===== config.mk =====
export PLATFORM = sky130hd
export DESIGN_NAME = fp_add_control
export DESIGN_NICKNAME = d
export VERILOG_FILES = /design/src/rtl/fp_add_control.sv
export SDC_FILE = /design/constraint.sdc
export NUM_CORES = 1
export LEC_CHECK = 0
export ABC_AREA = 1
export CORE_MARGIN = 2
export CORE_UTILIZATION = 43
export DETAILED_ROUTE_END_ITERATION = 8
export GPL_TIMING_DRIVEN = 0
export PLACE_DENSITY = 0.81
export SYNTH_ARGS = -nofsm -noshare
export SYNTH_HDL_FRONTEND = slang
export SYNTH_SLANG_ARGS = --single-unit

===== constraint.sdc =====
create_clock -name clk -period 2.3 [get_ports clk]
set_clock_uncertainty 0.05 [all_clocks]
set_input_delay 0.23 -clock clk [delete_from_list [all_inputs] [get_ports clk]]
set_output_delay 0.23 -clock clk [all_outputs]
set_load 0.01 [all_outputs]

===== src/rtl/fp_add_control.sv =====
// Sequencer for the FP add/subtract datapath: drives selects, shift amounts and load from flops.
// Optional macro FP_CTRL_ROUND_RETRY_EN enables repeated final passes on rounding overflow.
module fp_add_control #(
    parameter int MAX_RETRY = 1
) (
    input  logic        clk,
    input  logic        reset,
    input  logic        start,
    input  logic        sign_1,
    input  logic        sign_2,
    input  logic [7:0]  saida_registrador,
    input  logic [7:0]  tamanhoShift,
    input  logic        directionShift,
    input  logic        overflow,
    input  logic [31:0] saida_final,
    output logic        soma_multiplica_small_ula,
    output logic        soma_multiplica_big_ula,
    output logic        subtrador_big_ula,
    output logic [4:0]  tamanho,
    output logic [4:0]  tamanho2,
    output logic [7:0]  tamanho3,
    output logic        decisor_mux_expoente_escolhido,
    output logic        decisor_mux_saida_big_ula,
    output logic        decisor_shift_right_left,
    output logic        subtrador_Somador_subtrador,
    output logic        load,
    output logic        busy,
    output logic        done,
    output logic [31:0] result
);

    typedef enum logic [3:0] {
        S_IDLE,
        S_EXP,
        S_EXP_SET,
        S_EXP_LOAD,
        S_NORM_SET,
        S_NORM_LOAD,
        S_FIN_SET,
        S_FIN_LOAD,
        S_CHECK,
        S_DONE
    } state_t;

    state_t r_state;

    if (MAX_RETRY < 0 || MAX_RETRY > 3) begin : g_bad_retry
        $error("fp_add_control: MAX_RETRY must be in 0..3");
    end

    logic [4:0] w_align_amt;
    logic [7:0] w_norm_exp;
    logic [4:0] w_norm_shift;

    assign w_align_amt  = (saida_registrador > 8'd31) ? 5'd31 : saida_registrador[4:0];
    assign w_norm_exp   = tamanhoShift - {7'd0, directionShift};
    assign w_norm_shift = tamanhoShift[4:0] - {4'd0, directionShift};

`ifdef FP_CTRL_ROUND_RETRY_EN
    localparam logic [1:0] RETRY_LIM = 2'(MAX_RETRY);
    logic [1:0] r_retry;
`else
    logic w_unused_overflow;
    assign w_unused_overflow = overflow;
`endif

    // Alignment shift and exponent-select setup share one cycle, so DONE lands nine cycles after start.
    always_ff @(posedge clk or posedge reset) begin
        if (reset) begin
            r_state                        <= S_IDLE;
            soma_multiplica_small_ula      <= 1'b1;
            soma_multiplica_big_ula        <= 1'b1;
            subtrador_big_ula              <= 1'b0;
            tamanho                        <= 5'd0;
            tamanho2                       <= 5'd0;
            tamanho3                       <= 8'd0;
            decisor_mux_expoente_escolhido <= 1'b0;
            decisor_mux_saida_big_ula      <= 1'b0;
            decisor_shift_right_left       <= 1'b0;
            subtrador_Somador_subtrador    <= 1'b0;
            load                           <= 1'b0;
            busy                           <= 1'b0;
            done                           <= 1'b0;
            result                         <= 32'd0;
`ifdef FP_CTRL_ROUND_RETRY_EN
            r_retry                        <= 2'd0;
`endif
        end else begin
            case (r_state)
                S_IDLE: begin
                    load <= 1'b0;
                    done <= 1'b0;
`ifdef FP_CTRL_ROUND_RETRY_EN
                    r_retry <= 2'd0;
`endif
                    if (start) begin
                        r_state           <= S_EXP;
                        busy              <= 1'b1;
                        subtrador_big_ula <= sign_1 ^ sign_2;
                    end
                end
                S_EXP: begin
                    tamanho                        <= w_align_amt;
                    tamanho3                       <= saida_registrador;
                    decisor_mux_expoente_escolhido <= 1'b0;
                    subtrador_Somador_subtrador    <= 1'b0;
                    r_state                        <= S_EXP_SET;
                end
                S_EXP_SET: begin
                    load    <= 1'b1;
                    r_state <= S_EXP_LOAD;
                end
                S_EXP_LOAD: begin
                    load                           <= 1'b0;
                    tamanho3                       <= w_norm_exp;
                    tamanho2                       <= w_norm_shift;
                    decisor_shift_right_left       <= directionShift;
                    decisor_mux_expoente_escolhido <= 1'b1;
                    subtrador_Somador_subtrador    <= 1'b1;
                    decisor_mux_saida_big_ula      <= 1'b0;
                    r_state                        <= S_NORM_SET;
                end
                S_NORM_SET: begin
                    load    <= 1'b1;
                    r_state <= S_NORM_LOAD;
                end
                S_NORM_LOAD: begin
                    load                           <= 1'b0;
                    tamanho3                       <= 8'd1;
                    tamanho2                       <= 5'd1;
                    decisor_shift_right_left       <= 1'b0;
                    subtrador_Somador_subtrador    <= 1'b0;
                    decisor_mux_expoente_escolhido <= 1'b1;
                    decisor_mux_saida_big_ula      <= 1'b0;
                    r_state                        <= S_FIN_SET;
                end
                S_FIN_SET: begin
                    load    <= 1'b1;
                    r_state <= S_FIN_LOAD;
                end
                S_FIN_LOAD: begin
                    load    <= 1'b0;
                    r_state <= S_CHECK;
                end
                S_CHECK: begin
`ifdef FP_CTRL_ROUND_RETRY_EN
                    if (overflow && (r_retry < RETRY_LIM)) begin
                        r_retry                   <= r_retry + 2'd1;
                        decisor_mux_saida_big_ula <= 1'b1;
                        r_state                   <= S_FIN_SET;
                    end else begin
                        done    <= 1'b1;
                        result  <= saida_final;
                        r_state <= S_DONE;
                    end
`else
                    done    <= 1'b1;
                    result  <= saida_final;
                    r_state <= S_DONE;
`endif
                end
                S_DONE: begin
                    done    <= 1'b0;
                    busy    <= 1'b0;
                    r_state <= S_IDLE;
                end
                default: begin
                    load    <= 1'b0;
                    done    <= 1'b0;
                    busy    <= 1'b0;
                    r_state <= S_IDLE;
                end
            endcase
        end
    end

endmodule


==> flow_metrics.tcl, run 1 <==
set metrics [dict create \
    critPathRequiredTime_ns 2.02 \
    instances_no_fill 518 \
    synth_cell_types 27 \
    yosysTopAreaCell "dfrtp_1" \
    period_needed_ns 1.54 \
    htree_levels 3 \
    synth_seq_cells 61 \
    r2r_slack_ns 0.86 \
    initial_utilization 0.437 \
    nets 496 \
    dp_slack_ns 0.498 \
    ys_warn_count 2 \
    cp_data_arrival_time_ns 1.26 \
    muxShareOfSynthArea 0 \
    synth_area_leaders "dfrtp_1 (56%), nand2_1 (14%), nand3_1 (7.9%)" \
    start_kind "flip-flop" \
    ys_seq_area_frac 0.560 \
    synth_top_area_frac 0.560 \
    die_width_um 83.6 \
    clock_latency_ns 0.33 \
    die_area_mm2 0.00700 \
    clock-root-buffer "clkbuf_8" \
    synth_simple_gate_area_frac 0.283 \
    via_count 2501 \
    cts_tree "done" \
    coreArea_mm2 0.00624 \
    grt_pass1_vias 2558 \
    area_growth_pct 52.5 \
    crit_path_end "result[23]" \
    dp_hpwl_um 5220 \
    wl_met3_um 497 \
    crit_fanout 2 \
    status "completed" \
    path_cells "clkdlybuf4s50_1" \
    detail_route.first_pass.iterations 5 \
    finalSetupViolCount 0 \
    io_buffers 110 \
    critPathTopFamily "buffers and inverters" \
    drt-total-wl_um 6790 \
    ant_nets 0 \
    met1_length_um 2880 \
    wl_per_cell_um 13.1 \
    synth_top_family_by_area "simple AND/OR/NAND/NOR gates" \
    synthXorXnorAreaFrac 0.00642 \
    reg2reg_to "result[6]" \
    rsz0062_at_grt "no" \
    synth_compound_area_frac 0.0587 \
    cp-end-kind "output pin" \
    holdCritPathClass "input port to asynchronous set/reset pin" \
    p_leak_nw 2.02 \
    fin_hold_ws_ns 0.341 \
    drv_cap 0 \
    yosys.area_share.adder 0.0138 \
    antenna_found_initial 0 \
    viasPerCell 4.83 \
    clk_pin_slew_ns 0.07 \
    clock_path_buffers 2 \
    netlist_area_mm2 0.00273 \
    postSynthCellCount 314 \
    drive_above_1_share 0.104 \
    hold_viol_final 0 \
    fmax_mhz 650 \
    max_stage_delay_ns 0.57 \
    worst_slack_ns 0.762 \
    slew_headroom 0.438 \
    slowest_stage "clkdlybuf4s50_1" \
    worst-r2r-cell-count 7 \
    std_cell_rows 29 \
    vdd_drop_max_mv 0.813 \
    grt_max_degree 39 \
    p_per_area_mw_per_mm2 1340 \
    grt_overflow 0 \
    drtIter0Drc 150 \
    dp.cells 504 \
    grt_usage 0.208 \
    slew_violations 0 \
    crit_cells 1 \
    drc 0 \
    met2_length_um 3310 \
    cp.buffers_inverters 1 \
    tritoncts.num_buffers 9 \
    die_h_um 83.6 \
    cts.sinks 61 \
    io_pins 115 \
    critPathLaunch "result[23]" \
    worst_pin_slew_ns 0.842 \
    avgSynthCellArea_um2 8.69 \
    grt_first_pass_wirelength_um 11600 \
    insertedDiodeCount 0 \
    routed.top_layer "met4" \
    cts_setup_buffers 0 \
    gp_congestion 0.832 \
    cts-resized-gates 0 \
    path_class "flip-flop to output pin" \
    postCtsHoldBufs 0 \
    period_share 0.669 \
    reg2reg_from "r_state[0]" \
]
-- synthesized netlist by cell type --
cell type / number
a21o_1: 1
a21oi_1: 9
a22o_1: 1
a2bb2oi_1: 1
buf_2: 4
buf_4: 6
buf_6: 4
conb_1: 1
dfrtp_1: 61
ha_1: 3
inv_1: 20
inv_2: 5
inv_4: 1
nand2_1: 101
nand2_2: 3
nand2_4: 3
nand3_1: 43
nand4_1: 1
nor2_1: 21
nor2_2: 2
nor3_1: 1
nor3_2: 1
o21ai_0: 13
o21ai_1: 2
o21bai_1: 2
or2_2: 2
xor2_1: 2
-- layout make-up --
| class | count | area, um^2 |
|---|---|---|
| Buffer | 14 | 110 |
| Timing Repair Buffer | 111 | 1130 |
| Fill cell | 509 | 2080 |
| Multi-Input combinational cell | 215 | 998 |
| Sequential cell | 61 | 1530 |
| Tap cell | 77 | 96.3 |
| Clock inverter | 1 | 30.0 |
| Inverter | 26 | 100 |
| Clock buffer | 13 | 169 |
-- worst min path at each step --
stage / from / to / slack (ns) / depth (start not counted)
after global placement: result[21] / result[21] / 0.40 / 2
after global routing: saida_final[28] / result[28] / 0.40 / 3
final: reset / result[27] / 0.34 / 2
after detailed placement: result[8] / result[8] / 0.41 / 2
after CTS: reset / result[29] / 0.37 / 2
after floorplan: saida_registrador[1] / tamanho[1] / 0.31 / 2
-- placed cells by master, fill, tap and decap left out --
| cell type | n |
|---|---|
| or2_2 | 2 |
| buf_16 | 1 |
| clkbuf_8 | 12 |
| inv_4 | 1 |
| nand2_2 | 3 |
| o21ai_1 | 2 |
| inv_1 | 19 |
| nand2_1 | 101 |
| a21oi_1 | 9 |
| nand4_1 | 1 |
| clkbuf_1 | 1 |
| o21bai_1 | 2 |
| buf_6 | 4 |
| buf_2 | 4 |
| nor2_1 | 21 |
| buf_4 | 6 |
| nand2_4 | 3 |
| clkdlybuf4s50_1 | 110 |
| dfrtp_1 | 61 |
| a21o_1 | 1 |
| nor3_1 | 1 |
| a2bb2oi_1 | 1 |
| nor2_2 | 2 |
| xor2_1 | 2 |
| o21ai_0 | 13 |
| a22o_1 | 1 |
| ha_1 | 3 |
| conb_1 | 3 |
| bufinv_16 | 1 |
| nor3_2 | 1 |
| inv_2 | 6 |
| nand3_1 | 43 |
-- registers in the layout (all words and copies together) (netlist names) --
| register | cells |
|---|---|
| r_state | 4 |
| busy | 1 |
| subtrador_Somador_subtrador | 1 |
| load | 1 |
| decisor_mux_expoente_escolhido | 1 |
| tamanho | 5 |
| result | 32 |
| decisor_shift_right_left | 1 |
| subtrador_big_ula | 1 |
| tamanho2 | 5 |
| done | 1 |
| tamanho3 | 8 |
-- cells by family (layout without fill, tap and decap cells) --
kind of cell | after synthesis | in the layout
buffers and inverters | 40 | 165
adder cells (fa/ha/maj) | 3 | 3
AO/OA/AOI/OAI | 29 | 29
AND/OR/NAND/NOR | 178 | 178
other | 1 | 3
XOR/XNOR | 2 | 2
flip-flops | 61 | 61
-- where the power goes --
| part | internal (mW) | total [mW] | switching, mW | leakage (nW) |
|---|---|---|---|---|
| clock | 0.578 | 0.964 | 0.386 | 0.102 |
| combinational | 1.36 | 2.70 | 1.35 | 1.22 |
| sequential | 1.60 | 1.91 | 0.309 | 0.697 |
-- per-layer routing --
metal  up-vias  track usage
li1       1240            -
met4         0       0.0850
met3         9       0.0593
met2        87        0.335
met5         -            0
met1      1165        0.265
-- metrics by stage --
step           total power [mW]  cell area, um^2  TNS, ns  utilization
3_5_place_dp               4.65             3960        0        0.635
2_1_floorplan              3.24             2740        0            -
4_1_cts                    5.64             4160        0        0.666
6_report                   5.58             4160        0        0.666
3_3_place_gp               4.55             3930   -33.08        0.630
5_1_grt                    6.00             4160        0        0.666
No activity file was read; power rests on OpenSTA's default activity.
==> inputs of run 2 (changes only) <==
--- a/config.mk
+++ b/config.mk
@@ -7,10 +7,10 @@
 export LEC_CHECK = 0
 export ABC_AREA = 1
 export CORE_MARGIN = 2
-export CORE_UTILIZATION = 43
+export CORE_UTILIZATION = 38
 export DETAILED_ROUTE_END_ITERATION = 8
 export GPL_TIMING_DRIVEN = 0
-export PLACE_DENSITY = 0.81
+export PLACE_DENSITY = 0.76
 export SYNTH_ARGS = -nofsm -noshare
 export SYNTH_HDL_FRONTEND = slang
 export SYNTH_SLANG_ARGS = --single-unit
==> constraint.sdc (replaced) <==
create_clock -name clk -period 1.4 [get_ports clk]
set_clock_uncertainty 0.05 [all_clocks]
set_input_delay 0.14 -clock clk [delete_from_list [all_inputs] [get_ports clk]]
set_output_delay 0.14 -clock clk [all_outputs]
set_load 0.01 [all_outputs]
==> run 2 against run 1 <==
  * Clock-buffer cell count fell by 1
  * Core utilization fell by 5.2 points
  * Global-route usage fell by 1.8 points
  * Highest routed layer unchanged
==> flow_metrics.tcl, run 2 (synthesized netlist as in run 1, its figures left out) <==
set metrics [dict create \
    clock_path_buffers 2 \
    start_kind "flip-flop" \
    wl_per_cell_um 13.3 \
    gp_congestion 0.831 \
    io_buffers 110 \
    power_frac_comb 0.458 \
    postCtsHoldBufs 0 \
    coreArea_mm2 0.00687 \
    vdd_drop_max_mv 1.06 \
    grt_usage 0.190 \
    drive_above_1_share 0.141 \
    fin_util 0.614 \
    initial_utilization 0.397 \
    clk_pin_slew_ns 0.07 \
    dp.cells 522 \
    ant_nets 0 \
    fin_hold_ws_ns 0.196 \
    rsz0062_at_grt "yes" \
    placed_area_mm2 0.00396 \
    antenna_found_initial 0 \
    drt-total-wl_um 7240 \
    drtIter0Drc 101 \
    area_growth_pct 54.7 \
    fin_tns_setup_ns 0 \
    clock-root-buffer "clkbuf_8" \
    final_cell_mix "nand2_1 (98), dfrtp_1 (58), dlygate4sd2_1 (57)" \
    finish.instance_area_mm2 0.00422 \
    critPathRequiredTime_ns 1.56 \
    die_h_um 88.7 \
    via_count 2542 \
    slew_violations 0 \
    p_switching_mw 3.51 \
    htree_levels 3 \
    dp_hpwl_um 5330 \
    finalSetupViolCount 0 \
    path_class "flip-flop to flip-flop" \
    grt_max_degree 62 \
    hold_viol_final 0 \
    reg2reg_to "decisor_shift_right_left" \
    dp_slack_ns -0.357 \
    detail_route.first_pass.iterations 4 \
    holdCritPathClass "input port to asynchronous set/reset pin" \
    slew_headroom 0.561 \
    grt_first_pass_wirelength_um 11400 \
    fmax_mhz 731 \
    viasPerCell 4.68 \
    std_cell_rows 30 \
    p_int_mw 5.55 \
    instances_no_fill 543 \
    clock_latency_ns 0.33 \
    layout_commonest_cell "nand2_1" \
    p_clk_frac 0.195 \
    p_leak_nw 2.10 \
    drc 0 \
    p_sw_frac 0.388 \
    grt_overflow 0 \
    nets 500 \
    reg2reg_from "r_state[2]" \
    drv_cap 0 \
    insertedDiodeCount 0 \
    power_mw 9.06 \
    cp-end-kind "flip-flop" \
    crit_fanout 10 \
    io_pins 115 \
    worst_slack_ns 0.0321 \
    grt_pass1_vias 2432 \
    p_per_area_mw_per_mm2 2150 \
    cts_tree "done" \
    period_share 0.977 \
    largest_reg_flops 32 \
    die_area_mm2 0.00787 \
    regMostFlops "result" \
    die_width_um 88.7 \
    p_seq_frac 0.347 \
    worst_pin_slew_ns 0.657 \
    r2r_slack_ns 0.03 \
    reg_top3 "result x32, tamanho3 x8" \
    status "completed" \
    worst-r2r-cell-count 6 \
    cp_data_arrival_time_ns 1.53 \
    n_fill_cell 601 \
    period_needed_ns 1.37 \
    cts.sinks 61 \
    tritoncts.num_buffers 9 \
]
==> run 2: timing repair <==
item / 4_1_cts / 5_1_grt
resized for setup: 61 / 18
buffers inserted: 1 / 3
setup endpoints to repair: 95 / 47
pin swaps: 0 / 1
==> run 2: worst max-delay path: stages, from the launching register on <==
cell     delay [ns]
dfrtp_2        0.45
nor2_4         0.17
nand2_4        0.11
nand2_4        0.10
inv_4          0.05
buf_8          0.13
a22o_1         0.18
==> run 2: power groups by stage <==
stage,clock network [mW],logic [mW],registers (mW)
after floorplan,0,1.84,3.48
after global placement,0,4.37,3.14
after detailed placement,0,4.48,3.16
after CTS,1.81,3.99,3.12
after global routing,1.88,4.64,3.25
final,1.77,4.15,3.14
==> run 2: final cells by class <==
| class | instances | area, um^2 | area share |
|---|---|---|---|
| flip-flops and latches | 61 | 1530 | 0.363 |
| repair buffers | 115 | 1080 | 0.256 |
| multi-input cells | 215 | 1040 | 0.246 |
| clock buffers | 12 | 155 | 0.0368 |
| well taps | 96 | 120 | 0.0285 |
| plain buffers | 14 | 114 | 0.0270 |
| inverters | 26 | 110 | 0.0261 |
| clock inverters | 4 | 70.1 | 0.0166 |
==> run 2: worst max path at each step <==
stage | cells after the start | slack [ns] | from | end
2_1_floorplan | 6 | 0.13 | r_state[3] | decisor_shift_right_left
3_3_place_gp | 10 | -0.31 | tamanhoShift[0] | tamanho3[4]
3_5_place_dp | 10 | -0.36 | tamanhoShift[0] | tamanho3[4]
4_1_cts | 7 | 0.01 | r_state[0] | result[21]
5_1_grt | 8 | -0.05 | r_state[2] | tamanho3[4]
6_report | 6 | 0.03 | r_state[2] | decisor_shift_right_left
==> run 2: per-layer routing <==
metal | vias to the layer above | GRT usage | wire length [um]
met5 | - | 0 | 0
met1 | 1182 | 0.249 | 3180
met2 | 98 | 0.290 | 3450
met3 | 14 | 0.0457 | 433
met4 | 0 | 0.102 | 175
li1 | 1248 | - | -
